### src/rtl/knn_pkg.sv
// Shared definitions for the KNN inference path: default widths,
// controller state encoding and sizing helpers.
package knn_pkg;

  localparam int DIST_W_DEF = 32;
  localparam int TYPE_W_DEF = 3;
  localparam int NUM_TYPES  = 1 << TYPE_W_DEF;

  typedef enum logic [2:0] {
    ST_IDLE,
    ST_COLLECT,
    ST_VOTE,
    ST_ARGMAX,
    ST_DONE
  } state_t;

  // Number of classes for a given type width.
  function automatic int num_types(input int type_w);
    return 1 << type_w;
  endfunction

  // A histogram bin must hold counts 0..K inclusive.
  function automatic int hist_width(input int k);
    return $clog2(k + 1);
  endfunction

  // Index width for a K-entry list; at least one bit so K=1 still works.
  function automatic int idx_width(input int k);
    return (k > 1) ? $clog2(k) : 1;
  endfunction

endpackage

### src/rtl/knn_sorted_buffer.sv
// K-entry sorted insertion list of {valid, dist, type}, nearest at index 0.
// All entries compare against the incoming distance in parallel so an
// insertion completes in a single cycle.
module knn_sorted_buffer
  import knn_pkg::*;
#(
  parameter int K      = 15,
  parameter int DIST_W = DIST_W_DEF,
  parameter int TYPE_W = TYPE_W_DEF,
  parameter int IDX_W  = idx_width(K)
) (
  input  logic              clk,
  input  logic              rst,
  input  logic              clr,
  input  logic              ins_en,
  input  logic [DIST_W-1:0] ins_dist,
  input  logic [TYPE_W-1:0] ins_type,
  input  logic [IDX_W-1:0]  rd_idx,
  output logic              rd_valid,
  output logic [TYPE_W-1:0] rd_type
);

  logic [K-1:0]      valid_q;
  logic [DIST_W-1:0] dist_q [K];
  logic [TYPE_W-1:0] type_q [K];

  logic [K-1:0]      less;
  logic [K-1:0]      take_new;
  logic [K-1:0]      prev_valid;
  logic [DIST_W-1:0] prev_dist [K];
  logic [TYPE_W-1:0] prev_type [K];

  // Entry i is "behind" the new pair if it is empty or strictly farther;
  // equal distances keep the earlier arrival ahead.
  always_comb begin
    less     = '0;
    take_new = '0;
    for (int i = 0; i < K; i++) begin
      less[i] = !valid_q[i] || (ins_dist < dist_q[i]);
    end
    take_new[0] = less[0];
    for (int i = 1; i < K; i++) begin
      take_new[i] = less[i] && !less[i-1];
    end
  end

  // Neighbour view used by the shift: entry i receives entry i-1.
  for (genvar i = 0; i < K; i++) begin : g_prev
    if (i == 0) begin : g_head
      assign prev_valid[i] = 1'b0;
      assign prev_dist[i]  = '0;
      assign prev_type[i]  = '0;
    end else begin : g_body
      assign prev_valid[i] = valid_q[i-1];
      assign prev_dist[i]  = dist_q[i-1];
      assign prev_type[i]  = type_q[i-1];
    end
  end

  // Insert at the first "behind" slot, shift the rest down, drop the tail.
  always_ff @(posedge clk) begin
    if (rst || clr) begin
      valid_q <= '0;
    end else if (ins_en) begin
      for (int i = 0; i < K; i++) begin
        if (take_new[i]) begin
          valid_q[i] <= 1'b1;
          dist_q[i]  <= ins_dist;
          type_q[i]  <= ins_type;
        end else if (less[i]) begin
          valid_q[i] <= prev_valid[i];
          dist_q[i]  <= prev_dist[i];
          type_q[i]  <= prev_type[i];
        end
      end
    end
  end

  assign rd_valid = valid_q[rd_idx];
  assign rd_type  = type_q[rd_idx];

endmodule

### src/rtl/knn_vote.sv
// Final stage of the KNN inference path: collects (distance, type) pairs
// into the sorted neighbour list, votes over the K nearest and reports the
// winning type with a one-cycle done pulse.
module knn_vote
  import knn_pkg::*;
#(
  parameter int K      = 15,
  parameter int L      = 6,
  parameter int DIST_W = DIST_W_DEF,
  parameter int TYPE_W = TYPE_W_DEF
) (
  input  logic              clk,
  input  logic              rst,
  input  logic              start,
  input  logic              dist_valid,
  output logic              dist_ready,
  input  logic [DIST_W-1:0] dist_in,
  input  logic [TYPE_W-1:0] type_in,
  input  logic              last_in,
  output logic              busy,
  output logic              inference_done,
  output logic [TYPE_W-1:0] inferred_type
);

  localparam int NTYPES = num_types(TYPE_W);
  localparam int HIST_W = hist_width(K);
  localparam int IDX_W  = idx_width(K);

  localparam logic [IDX_W-1:0]  V_LAST   = IDX_W'(K - 1);
  localparam logic [TYPE_W-1:0] A_LAST   = '1;
  localparam logic [L:0]        SAMP_MAX = {1'b1, {L{1'b0}}};

  state_t            state;
  logic [IDX_W-1:0]  v_idx;
  logic [TYPE_W-1:0] a_idx;
  logic [HIST_W-1:0] hist_q [NTYPES];
  logic [HIST_W-1:0] best_cnt;
  logic [TYPE_W-1:0] best_type;
  logic [L:0]        sample_cnt;

  logic              accept;
  logic              buf_clr;
  logic              rd_valid;
  logic [TYPE_W-1:0] rd_type;
  logic              better;

  assign accept  = dist_valid && dist_ready;
  assign buf_clr = (state == ST_IDLE) && start;
  assign better  = hist_q[a_idx] > best_cnt;

  knn_sorted_buffer #(
    .K      (K),
    .DIST_W (DIST_W),
    .TYPE_W (TYPE_W),
    .IDX_W  (IDX_W)
  ) u_buf (
    .clk      (clk),
    .rst      (rst),
    .clr      (buf_clr),
    .ins_en   (accept),
    .ins_dist (dist_in),
    .ins_type (type_in),
    .rd_idx   (v_idx),
    .rd_valid (rd_valid),
    .rd_type  (rd_type)
  );

  // Controller: collect, vote over the list, scan for the most frequent type.
  always_ff @(posedge clk) begin
    if (rst) begin
      state          <= ST_IDLE;
      v_idx          <= '0;
      a_idx          <= '0;
      best_cnt       <= '0;
      best_type      <= '0;
      sample_cnt     <= '0;
      busy           <= 1'b0;
      dist_ready     <= 1'b0;
      inference_done <= 1'b0;
      inferred_type  <= '0;
      for (int t = 0; t < NTYPES; t++) hist_q[t] <= '0;
    end else begin
      inference_done <= 1'b0;
      case (state)
        ST_IDLE: begin
          if (start) begin
            for (int t = 0; t < NTYPES; t++) hist_q[t] <= '0;
            sample_cnt <= '0;
            busy       <= 1'b1;
            dist_ready <= 1'b1;
            state      <= ST_COLLECT;
          end
        end
        ST_COLLECT: begin
          if (accept) begin
            if (sample_cnt != SAMP_MAX) sample_cnt <= sample_cnt + 1'b1;
            if (last_in) begin
              dist_ready <= 1'b0;
              v_idx      <= '0;
              state      <= ST_VOTE;
            end
          end
        end
        ST_VOTE: begin
          if (rd_valid) hist_q[rd_type] <= hist_q[rd_type] + HIST_W'(1);
          if (v_idx == V_LAST) begin
            a_idx     <= '0;
            best_cnt  <= '0;
            best_type <= '0;
            state     <= ST_ARGMAX;
          end else begin
            v_idx <= v_idx + 1'b1;
          end
        end
        ST_ARGMAX: begin
          if (better) begin
            best_cnt  <= hist_q[a_idx];
            best_type <= a_idx;
          end
          if (a_idx == A_LAST) begin
            inferred_type  <= better ? a_idx : best_type;
            inference_done <= 1'b1;
            state          <= ST_DONE;
          end else begin
            a_idx <= a_idx + 1'b1;
          end
        end
        ST_DONE: begin
          busy  <= 1'b0;
          state <= ST_IDLE;
        end
        default: state <= ST_IDLE;
      endcase
    end
  end

endmodule

### config.mk
export PLATFORM = sky130hd
export DESIGN_NAME = knn_vote
export DESIGN_NICKNAME = d
export VERILOG_FILES = /design/src/rtl/knn_pkg.sv /design/src/rtl/knn_sorted_buffer.sv /design/src/rtl/knn_vote.sv
export SDC_FILE = /design/constraint.sdc
export NUM_CORES = 1
export LEC_CHECK = 0
export CAP_MARGIN = 20
export CORE_ASPECT_RATIO = 1.5
export CORE_MARGIN = 2
export CORE_UTILIZATION = 46
export DETAILED_ROUTE_END_ITERATION = 10
export PLACE_DENSITY = 0.67
export SYNTH_ARGS = -nofsm -noshare
export SYNTH_HDL_FRONTEND = slang
export SYNTH_SLANG_ARGS = --single-unit
### constraint.sdc
create_clock -name clk -period 9.4 [get_ports clk]
set_clock_uncertainty 0.1 [all_clocks]
set_input_delay 1.41 -clock clk [delete_from_list [all_inputs] [get_ports clk]]
set_output_delay 1.41 -clock clk [all_outputs]
set_load 0.02 [all_outputs]
==> flow_summary.json, run 1 <==
{
  "status": "finished clean",
  "yosysSeqAreaShare_pct": 46.19,
  "die_x_um": 239.2,
  "worstPathMaxFanout": 30,
  "grt_pass1_wl_mm": 151.5,
  "holdBufCountCts": 0,
  "dp_slack_ps": 2391,
  "first_pass_iters": 5,
  "synth_edf_count": 557,
  "core-area_um2": 82320,
  "nets": 3787,
  "hold_path.class": "flip-flop to flip-flop",
  "fmax_ghz": 0.1585,
  "wl_per_cell_um": 22.43,
  "start_kind": "input port",
  "dpl.hpwl_mm": 72.59,
  "insertion_delay_ps": 630,
  "port_buffers": 45,
  "area_growth_pct": 10.34,
  "grt.overflow.total": 0,
  "setup_violations": 0,
  "rows": 129,
  "synth-seq-cells": 602,
  "irDropWorstVdd_mv": 0.1100,
  "dieArea_um2": 85320,
  "finalHoldViolations": 0,
  "fin_area_um2": 42110,
  "viasPerCell": 5.733,
  "cts-resized-gates": 0,
  "grt_pass1_vias": 26120,
  "synth_nets": 3713,
  "postCtsSetupRepairBufs": 0,
  "p_leak_nw": 17.96,
  "powerDensity_nw_per_um2": 148.9,
  "cts_made_buffers": 66,
  "finalWirelength_mm": 98.05,
  "slew_violations": 0,
  "netlist_area_um2": 38160,
  "clk_pin_slew_worst_paths_ps": 60,
  "fin_total_pwr_w": 0.006269,
  "cts_tree": "done",
  "final.period_utilization_pct": 67.11,
  "cts-root-buf": "clkbuf_16",
  "synth_flop_cell": "edfxtp_1",
  "h-tree-depth": 3,
  "avgSynthCellArea_um2": 11.93,
  "grt_max_degree": 41,
  "die_h_um": 356.8,
  "yosys_warnings": 0,
  "cp.required_ps": 9660,
  "n_antenna_cell": 0,
  "critPathCaptureType": "flip-flop",
  "antenna_left": 0,
  "synth.distinct_cells": 79,
  "antenna_found_initial": 0,
  "placedInstanceArea_um2": 40080,
  "path_class": "input port to flip-flop",
  "first_iter_violations": 1494,
  "finalWorstSetupSlack_ps": 3092,
  "worst_slew_pin_slew_ps": 1129,
  "cts.sinks": 602,
  "initial_core_util_pct": 46.36,
  "clock_path_buffers": 3,
  "gp_congestion": 0.8756,
  "drive_above_1_share_pct": 21.66,
  "relSlewSlack_pct": 24.45,
  "fin_crit_ps": 6308,
  "rsz0062_at_grt": "false",
  "crit_arrival_ps": 6570,
  "post-route-util_pct": 51.15,
  "synth_cells": 3199,
  "async_flop_share_pct": 0,
  "drc_errors": 0,
  "grt_use_total_pct": 23.33,
  "route.vias.total": 25070,
  "tns_ps": 0,
  "ios": 46,
  "cap_violations": 0
}
## per-stage QoR
stage,hold WS [ps],cells
after CTS,374.8,4372
after global placement,352.3,4251
final,378.3,4372
after floorplan,347.6,3199
after detailed placement,366.9,4253
after global routing,406.1,4372
## layout make-up
class                      count  area (um2)
tap                         1048        1311
fill                        7124       40210
multi-input combinational   2002       18310
inverter                     483        1813
clock inverter                29       190.2
clock buffer                  90        1836
sequential                   602       17630
timing repair buffer         118        1020
## final timing paths
| kind | cells past startpoint | start | slack (ps) | endpoint |
|---|---|---|---|---|
| setup / recovery | 14 | dist_in[25] | 3090 | u_buf.dist_q[0][39] |
| hold / removal | 2 | best_type[0] | 380 | best_type[0] |
| setup reg to reg | 13 | u_buf.dist_q[0][57] | 4360 | u_buf.dist_q[0][39] |
| hold reg to reg | 2 | best_type[0] | 380 | best_type[0] |
## power by group
part	leakage, nW	internal (W)	switching, W	total, W
Combinational	11.5	0.000314	0.000398	0.000712
Clock	0.996	0.00140	0.00111	0.00252
Sequential	5.46	0.00300	0.0000375	0.00304
Total	18.0	0.00472	0.00155	0.00627
## Yosys cell counts (7+ instances only)
library cell / count / share of area (%)
a211oi_1: 22 / 0.43
mux2_1: 9 / 0.27
nor2_1: 127 / 1.2
nor3_1: 27 / 0.35
inv_1: 482 / 4.7
ha_1: 474 / 16
and3_1: 15 / 0.25
o2111ai_1: 10 / 0.23
mux2i_1: 25 / 0.66
a21oi_1: 137 / 1.8
nand4_1: 90 / 1.5
o21ai_0: 65 / 0.85
o21a_1: 10 / 0.20
clkbuf_1: 61 / 0.60
nor4_1: 9 / 0.15
dfxtp_1: 45 / 2.4
or2_2: 11 / 0.18
nand2_1: 83 / 0.82
o211ai_1: 20 / 0.39
buf_6: 7 / 0.21
edfxtp_1: 557 / 44
mux4_2: 20 / 1.2
buf_2: 36 / 0.47
nand3_1: 27 / 0.35
nor2b_1: 42 / 0.69
a2111oi_0: 10 / 0.23
nand2b_1: 24 / 0.39
mux2_2: 491 / 14
a21o_1: 159 / 3.1
## registers in the layout, summed over array words and instances (netlist names), named ones only
name	count
a_idx	3
best_cnt	4
best_type	3
busy	1
dist_ready	1
hist_q	32
inference_done	1
inferred_type	3
state	3
u_buf.dist_q	480
u_buf.type_q	45
u_buf.valid_q	15
v_idx	4
## metal layers
layer | track usage (%) | part of all wire [%]
met2 | 44.39 | 54
met3 | 2.692 | 3.3
met5 | 0 | 0
met1 | 25.40 | 38
met4 | 11.49 | 4.9
## placed cells by master, fill, tap and decap left out, drive strengths merged, types with 28 or more instances in the layout
master	Yosys	layout
edfxtp	557	557
mux2	501	501
inv	482	485
ha	474	474
a21o	159	159
a21oi	138	138
nor2	131	131
nand4	90	90
clkbuf	62	90
nand2	83	83
buf	50	73
o21ai	70	70
dfxtp	45	45
clkdlybuf4s50	0	45
nor2b	42	42
nor3	28	28
## critical path: stages
cell and delay, ps:
clkdlybuf4s50_1 460, buf_4 360, ha_1 320, a21o_1 160, a21oi_1 130, o21ai_0 90, o41ai_1 360, nand4_1 220
a21o_1 310, a21oi_4 660, buf_4 420, nor3b_4 760, buf_4 450, mux2_2 380
## cells by family after synthesis
logic type               after synthesis  synth area share (%)
AND/OR/NAND/NOR                      487                 6.591
flip-flops                           602                 46.19
AO/OA/AOI/OAI                        487                 8.489
XOR/XNOR                               4                0.1115
multiplexers                         550                 16.89
adder cells (fa/ha/maj)              474                 15.54
buffers and inverters                595                 6.187
(Power assumes the default switching activity.)
==> run 2: changes to the inputs <==
PLACE_DENSITY = 0.7   (was 0.67)
clock period = 5.4 ns   (was 9.4 ns; I/O delays follow)
==> run 2 against run 1 <==
Against the previous run: non-clock buffer count increased by 42; via count down 2.4%; largest power group unchanged; die area stayed put; clock power increased by 53%; final cell count rose by 0.73%; highest routed layer unchanged.
==> flow_summary.json, run 2 (synthesis gave the netlist of run 1 again) <==
{
  "holdBufCountCts": 0,
  "first_pass_iters": 5,
  "crit_top_cell": "a21o_1",
  "cts-resized-gates": 0,
  "grt.met3_usage_pct": 2.004,
  "hold_path.class": "flip-flop to flip-flop",
  "core-area_um2": 82320,
  "worst-path-stages": 11,
  "irDropWorstVdd_mv": 0.2691,
  "use_met2_pct": 38.37,
  "fin_area_um2": 42380,
  "mostFrequentLayoutCell": "edfxtp_1",
  "worst_slew_pin_slew_ps": 1026,
  "die_x_um": 239.2,
  "seq_power_share_pct": 50.9,
  "clk_pin_slew_worst_paths_ps": 70,
  "drc_errors": 0,
  "grt_busiest_layer": "met2",
  "cap_violations": 0,
  "wl_per_cell_um": 19.18,
  "final_cell_mix": "557 x edfxtp_1, 491 x mux2_2, 482 x inv_1, 474 x ha_1, 159 x a21o_1",
  "dieArea_um2": 85320,
  "gp_congestion": 0.8582,
  "swShare_pct": 24.29,
  "switchingPower_w": 0.002521,
  "first_iter_violations": 1133,
  "antenna_left": 0,
  "grt_pass1_vias": 25620,
  "crit_buf_inv": 1,
  "grt_use_total_pct": 20.15,
  "h-tree-depth": 2,
  "crit_chain": "clkdlybuf4s50_1, ha_1, a21o_1, a21oi_1, o21ai_0, o41ai_1, nand4_1, a21o_1, a21oi_4, and2_2, mux2_2",
  "final.period_utilization_pct": 85.46,
  "crit_path_top_delay_cell": "and2_2",
  "rsz0062_at_grt": "false",
  "route.vias.total": 24450,
  "antenna_found_initial": 5,
  "powerDensity_nw_per_um2": 244.9,
  "finalHoldWorstSlack_ps": 370.4,
  "p_leak_nw": 18.11,
  "status": "finished clean",
  "clock_path_buffers": 3,
  "hold_depth": 2,
  "reg2reg_depth": 10,
  "ios": 46,
  "placedInstanceArea_um2": 40620,
  "tns_ps": 0,
  "grt.overflow.total": 0,
  "fin_crit_ps": 4615,
  "cp.required_ps": 5680,
  "finalWirelength_mm": 84.46,
  "use_met1_pct": 22.38,
  "drive_above_1_share_pct": 22.37,
  "cts.sinks": 602,
  "relSlewSlack_pct": 31.42,
  "nets": 3822,
  "max_stage_delay_ps": 870,
  "area_growth_pct": 11.05,
  "p_clk_share_pct": 37.1,
  "cts_made_buffers": 59,
  "fmax_ghz": 0.2167,
  "cts-root-buf": "clkbuf_16",
  "setup_violations": 0,
  "reg_top3": "u_buf.dist_q: 480 flops, u_buf.type_q: 45 flops, hist_q: 32 flops",
  "port_buffers": 45,
  "grt_max_degree": 41,
  "initial_core_util_pct": 46.36,
  "dpl.hpwl_mm": 65.59,
  "pwr-share-comb_pct": 12.0,
  "crit_arrival_ps": 4890,
  "largest-register": "u_buf.dist_q",
  "nFillCells": 7072,
  "worstPathMaxFanout": 35,
  "critPathCaptureType": "flip-flop",
  "p_int_w": 0.007856,
  "start_kind": "input port",
  "largest_register_ffs": 480,
  "cts_tree": "done",
  "die_h_um": 356.8,
  "insertion_delay_ps": 640,
  "grt_pass1_wl_mm": 135.7,
  "slew_violations": 0,
  "rows": 129,
  "path_class": "input port to flip-flop",
  "critPathTopFamily": "compound AO/OA/AOI/OAI gates",
  "fin_total_pwr_w": 0.01038,
  "finalHoldViolations": 0,
  "viasPerCell": 5.552,
  "postCtsSetupRepairBufs": 0
}
==> run 2: power by group through the flow <==
stage	Sequential [W]	Combinational (W)	Clock, W
final	0.00529	0.00124	0.00385
after global placement	0.00538	0.00121	0
after floorplan	0.00536	0.000804	0
after CTS	0.00528	0.00126	0.00393
after global routing	0.00529	0.00139	0.00407
after detailed placement	0.00538	0.00125	0
==> run 2: path summary, 6_finish.rpt <==
kind                 from             endpoint  slack [ps]
max           dist_in[25]  u_buf.dist_q[0][88]         790
min reg2reg  best_type[2]         best_type[2]         370
min          best_type[2]         best_type[2]         370
max reg2reg     flip-flop         hist_q[4][2]         970
==> run 2: per-stage QoR <==
step                      util (%)  instances  setup WS (ps)
after floorplan                  -       3199          28.64
after global placement       49.34       4294          97.26
after detailed placement     49.34       4294          90.97
after CTS                    51.44       4400          762.6
after global routing         51.48       4404          555.7
final                        51.48       4404          785.4
==> run 2: area by class of cell <==
cell class / instances / area [um2] / share of cell area, %
Inverter: 483 / 1813 / 4.278
Sequential cell: 602 / 17630 / 41.60
Antenna cell: 3 / 7.507 / 0.01772
Timing Repair Buffer: 160 / 1584 / 3.738
Multi-Input combinational cell: 2002 / 18310 / 43.21
Clock inverter: 32 / 148.9 / 0.3514
Tap cell: 1048 / 1311 / 3.094
Clock buffer: 74 / 1575 / 3.717
==> run 2: per-layer routing <==
| layer | share of wire [%] | up-vias |
|---|---|---|
| li1 | - | 11980 |
| met1 | 38 | 11930 |
| met2 | 54 | 398 |
| met3 | 3.4 | 151 |
| met4 | 4.5 | 0 |
| met5 | 0 | - |
==> run 2: worst register-to-register path: cells and delay by family, from the launching register on <==
| kind | cells | cell delay [ps] |
|---|---|---|
| compound gates | 1 | 470 |
| simple gates | 1 | 100 |
| flops | 1 | 820 |
| fa+ha+maj | 1 | 210 |
| xor+xnor | 1 | 630 |
| mux | 4 | 1540 |
| buf+inv | 2 | 280 |
